`config.mk`:
```
export PLATFORM = sky130hd
export DESIGN_NAME = imem_boot_ctrl
export DESIGN_NICKNAME = d
export VERILOG_FILES = /design/src/rtl/imem_boot_ctrl.sv
export SDC_FILE = /design/constraint.sdc
export NUM_CORES = 1
export LEC_CHECK = 0
export CAP_MARGIN = 5
export CORE_ASPECT_RATIO = 2
export CORE_MARGIN = 5
export CORE_UTILIZATION = 36
export DETAILED_ROUTE_END_ITERATION = 10
export GPL_TIMING_DRIVEN = 0
export MAX_ROUTING_LAYER = met4
export PLACE_DENSITY = 0.91
export SLEW_MARGIN = 10
export SYNTH_ARGS = -nofsm -noshare
export SYNTH_HDL_FRONTEND = slang
export SYNTH_SLANG_ARGS = --single-unit
```
`constraint.sdc`:
```
create_clock -name clk -period 4.15 [get_ports clk]
set_input_delay 0.6225 -clock clk [delete_from_list [all_inputs] [get_ports clk]]
set_output_delay 0.6225 -clock clk [all_outputs]
set_load 0.01 [all_outputs]
```
`src/rtl/imem_boot_ctrl.sv`:
```
// Boot sequencer and port arbiter for the single-port instruction memory.
// Owns imem while a host streams an image in, then hands the port to fetch.
module imem_boot_ctrl #(
  parameter int ADDR_W    = 11,
  parameter int DATA_W    = 32,
  parameter int DRAIN_CYC = 2
) (
  input  logic              clk,
  input  logic              rst,
  input  logic              host_valid,
  input  logic [DATA_W-1:0] host_data,
  input  logic              host_last,
  output logic              host_ready,
  input  logic              host_boot,
  input  logic [ADDR_W-1:0] pc_addr,
  input  logic              fetch_en,
  output logic [ADDR_W-1:0] imem_address,
  output logic [DATA_W-1:0] imem_data,
  output logic              imem_rden,
  output logic              imem_wren,
  output logic              cpu_run,
  output logic              pc_write_gate,
  output logic [ADDR_W:0]   load_count,
  output logic              load_err
);

  // state | meaning
  // BOOT  | host owns imem, core idle, beats written sequentially
  // START | one-cycle prefetch of word 0
  // RUN   | fetch owns imem, core released
  // HALT  | core frozen while in-flight fetches drain
  typedef enum logic [1:0] {S_BOOT, S_START, S_RUN, S_HALT} state_t;

  state_t            r_state;
  state_t            w_next;
  logic [ADDR_W:0]   r_load_count;
  logic              r_load_err;
  logic [2:0]        r_drain;
  logic              w_full;
  logic              w_beat;
  logic              w_boot_entry;

  assign w_full       = r_load_count[ADDR_W];
  assign w_boot_entry = (r_state == S_HALT) && (w_next == S_BOOT);
  assign imem_data    = host_data;
  assign load_count   = r_load_count;
  assign load_err     = r_load_err;

  always_comb begin
    w_next        = r_state;
    host_ready    = 1'b0;
    imem_address  = '0;
    imem_rden     = 1'b0;
    imem_wren     = 1'b0;
    cpu_run       = 1'b0;
    pc_write_gate = 1'b0;
    w_beat        = 1'b0;
    case (r_state)
      S_BOOT: begin
        host_ready = 1'b1;
        w_beat     = host_valid;
        // A full image still accepts beats so the host can finish; they are dropped.
        if (host_valid && !w_full) begin
          imem_wren    = 1'b1;
          imem_address = r_load_count[ADDR_W-1:0];
        end
        if (host_valid && host_last) w_next = S_START;
      end
      S_START: begin
        imem_rden = 1'b1;
        w_next    = S_RUN;
      end
      S_RUN: begin
        imem_address  = pc_addr;
        imem_rden     = fetch_en;
        cpu_run       = 1'b1;
        pc_write_gate = 1'b1;
        if (host_boot) w_next = S_HALT;
      end
      S_HALT: begin
        if (r_drain == 3'd0) w_next = S_BOOT;
      end
      default: w_next = S_BOOT;
    endcase
  end

  always_ff @(posedge clk or negedge rst) begin
    if (!rst) r_state <= S_BOOT;
    else      r_state <= w_next;
  end

  always_ff @(posedge clk or negedge rst) begin
    if (!rst) begin
      r_load_count <= '0;
      r_load_err   <= 1'b0;
    end else if (w_boot_entry) begin
      r_load_count <= '0;
      r_load_err   <= 1'b0;
    end else if (w_beat) begin
      if (w_full) r_load_err   <= 1'b1;
      else        r_load_count <= r_load_count + 1'b1;
    end
  end

  always_ff @(posedge clk or negedge rst) begin
    if (!rst) begin
      r_drain <= 3'd0;
    end else if ((r_state == S_RUN) && (w_next == S_HALT)) begin
      r_drain <= 3'(DRAIN_CYC - 1);
    end else if ((r_state == S_HALT) && (r_drain != 3'd0)) begin
      r_drain <= r_drain - 3'd1;
    end
  end

endmodule

```
==> results.txt <==
----------------------------------------------------
[Run status]
  Status ... finished, final reports clean

[Worst setup path]
  Largest fanout of any net on the critical path ... 10
  Startpoint of the lowest-slack register-to-register path ... r_state[0]
  Terminus of the critical flop-to-flop path ... load_count[11]
  Critical path startpoint category ... input port
  Endpoint kind of the worst setup timing path ... primary output
  CP arrival ... around 2.8 ns
  Critical Setup Path Class ... in2out
  Setup slack of the most critical reg-to-reg path ... 1.99 ns
  Number of cell instances on the worst register-to-register path ... 8
  Required @ worst endpoint ... 3.53 ns

[Route]
  Routed metal-1 wirelength ... 1420 µm
  Met2 layer wire length in the routed design ... between 2000 and 2500 µm
  Sum of met3 wire segment lengths after detailed routing ... approximately 540 µm
  Total via count in the routed design ... between 1k and 1.5k
  Via density per instance ... 4.77
  Number of antenna-violating nets in the routed design ... 0
  Number of design-rule violations left by the first detailed-router iteration ... 16
  Highest metal layer used by the detailed router ... met4
  Average detailed-routed wire length per instance ... about 15 µm
  Wire length reported by the detailed router ... 4260 µm
  Total iterations of the first detailed-routing run ... 4
  DR DRC count ... 0

[Placed design]
  Number of buffers inserted by port buffering ... 77
  DP Area ... about 2200 µm²
  Estimated wirelength of the detail-placed design ... 3690 µm
  Instance count after placement with tap cells included ... about 280
  Routability cong. ... roughly 0.88
  Post-Place Setup Slack ... just over 0.7 ns

[Logic synthesis]
  Register area share after synthesis ... 0.322
  Post-synthesis net count ... 212
  Synth Cell Area ... between 1000 and 1500 µm²
  Yosys warning total ... 0
  Post-Synthesis Cells ... 156
  Seq cells post-synth ... 18
  Average cell area after synthesis ... ~9 µm²
  Post-synthesis cell type count ... 34

[STA]
  Number of setup violations in the final report ... 0
  Worst path setup slack after routing ... 0.705 ns
  Crit share post-route ... 0.830
  Number of hold violations in the final report ... 0
  Minimum period implied by the final worst setup slack ... around 3.4 ns
  Final Slew Violations ... 0
  Remaining max-slew budget at the tightest pin ... 0.445
  Least-Margin Pin Slew ... 0.830 ns
  Max frequency ... between 0.2 and 0.3 GHz
  Final hold slack ... around 0.53 ns
  Max Clock Skew ... around 0.0037 ns
  Sum of negative setup slack ... 0 ns
  RSZ-0062 raised after global routing ... false

[Clocking]
  Source-to-sink clock delay at the later pin of the worst-skew pair ... 0.26 ns
  Count of hold buffers inserted by post-cts repair ... 0
  Number of sinks handled by clock tree synthesis ... 18
  Clock Path Buffers ... 2
  CTS H-tree depth ... 1
  Clk Tree Root Cell ... clkbuf_8
  Clock buffers created by TritonCTS ... 3
  Number of cells upsized or downsized after cts ... 0
  Number of setup buffers added after CTS ... 0
  CTS tree ... yes
  Clock slew seen by the registers of the worst setup and hold paths ... around 0.070 ns

[Floorplan]
  Area of the placeable core ... about 3800 µm²
  Height of the die ... just under 100 µm
  Number of cell rows ... 32
  Die span in x ... around 54 µm
  I/O pin count ... 110
  Initial cell density of the core ... 0.368
  DIE AREA ... between 5000 and 6000 µm²

[Finish]
  Final design instance area without fill ... between 2000 and 2500 µm²
  Most common library cell in the layout ignoring fill and taps ... clkdlybuf4s50_1
  Antenna Diode Count ... 0
  Most frequent cells in the layout ... clkdlybuf4s50_1 (77), buf_4 (33), dfrtp_1 (18)
  Share of final-layout standard cells stronger than drive strength 1 ... 0.219
  Total number of nets in the final design ... between 200 and 300
  Final Non-Filler Cells ... ~290
  Layout-stage area growth over the synthesis result ... 63.5%
  Final Util ... 0.602

[Power]
  Overall Power ... approximately 1.1 mW
  Worst voltage drop across the vdd grid ... between 0.0002 and 0.00025 V
  Lkg Pwr ... slightly below 1 nW
  Power density of the placed cells ... ~470 nW/µm²

[Flow run]
  MaxCap Viol Count ... 0

[Min path]
  Hold path endpoint ... r_drain[0]
  Worst min-delay path startpoint ... r_drain[0]
  Worst hold stages ... 2
  Class of the worst hold path ... reg2reg

[Global routing]
  Vias in the first global route ... 1416
  Number of antenna violations at the first check in global routing ... 0
  Wire length of the first global-routing pass ... between 6000 and 7000 µm
  Maximum number of pins on one net before global-route repair ... 19
  Aggregate global-route resource usage ... 0.164
  Global route overflow ... 0

----------------------------------------------------
==> synth_stat cells <==
cell type  number  area, µm²
and2_2          1       7.51
nor4_1          4       25.0
nand2_1        11       41.3
clkbuf_1        2       7.51
a311o_1         1       10.0
dfrtp_1        18        450
nor3b_1         1       7.51
nand2b_1        2       12.5
nand4_1         2       12.5
nand4b_1        1       8.76
nand3_1         4       20.0
nor2b_1         1       6.26
a31oi_1         2       12.5
nor2_1          9       33.8
xnor2_1         8       70.1
xor2_1          3       26.3
a211o_1         1       8.76
nor3_1          4       20.0
nand3b_1        1       7.51
a211oi_1        1       7.51
inv_1           7       26.3
buf_1           1       3.75
o211a_1         1       10.0
o21ai_0         2       10.0
mux2i_1         1       10.0
buf_6           2       22.5
a21oi_1         3       15.0
buf_4          33        248
and3_4          1       11.3
a22o_1          9       78.8
and2_1          1       6.26
nor2_2         10       62.6
a211oi_2        1       12.5
ha_1            7       87.6
==> how the worst max path moves through the flow <==
stage | slack (ns) | depth (start not counted) | from | to
after CTS | 0.72 | 6 | host_valid | imem_address[10]
after detailed placement | 0.72 | 6 | host_valid | imem_address[10]
after global placement | 0.74 | 6 | host_valid | imem_address[10]
after floorplan | 1.79 | 7 | r_state[1] | imem_address[10]
final | 0.70 | 6 | host_valid | imem_address[10]
after global routing | 0.57 | 6 | host_valid | imem_address[0]
==> cells by family (layout without fill, tap and decap cells) <==
group | after synthesis | after routing | synth area share
buffers and inverters | 45 | 126 | 0.220
and+or+nand+nor | 53 | 53 | 0.202
DFF | 18 | 18 | 0.322
xor gates and xnor gates | 11 | 11 | 0.0688
AOI/OAI and AO/OA | 21 | 21 | 0.118
adders and majority gates | 7 | 7 | 0.0626
muxes | 1 | 1 | 0.00715
==> routing by layer <==
metal  vias to the layer above  global-route usage
met2                        93               0.286
met1                       609               0.153
met5                         -                   -
met4                         0              0.0825
li1                        661                   -
met3                        11              0.0443
==> registers in the layout, summed over array words and instances (netlist names) <==
name        flops
load_count     12
r_drain         3
r_state         2
load_err        1
==> worst max-delay path, cell delays in order <==
cell and delay (ns):
clkdlybuf4s50_1 0.56, nand3b_1 0.22, inv_1 0.22, buf_1 0.44, a22o_1 0.20, clkdlybuf4s50_1 0.55
==> area by class of cell <==
cell class | count | area, µm²
clock buffers | 4 | 55.1
well taps | 51 | 63.8
flip-flops and latches | 18 | 450
plain buffers | 38 | 282
multi-input cells | 93 | 642
repair buffers | 77 | 771
inverters | 7 | 26.3
fillers | 320 | 1510
==> power by group <==
part | switching, mW | leakage, nW | internal [mW]
Sequential | 0.0490 | 0.238 | 0.218
Combinational | 0.307 | 0.718 | 0.347
Clock | 0.0614 | 0.0288 | 0.0844
Total | 0.417 | 0.985 | 0.649
Power figures use the tool's default switching activity.
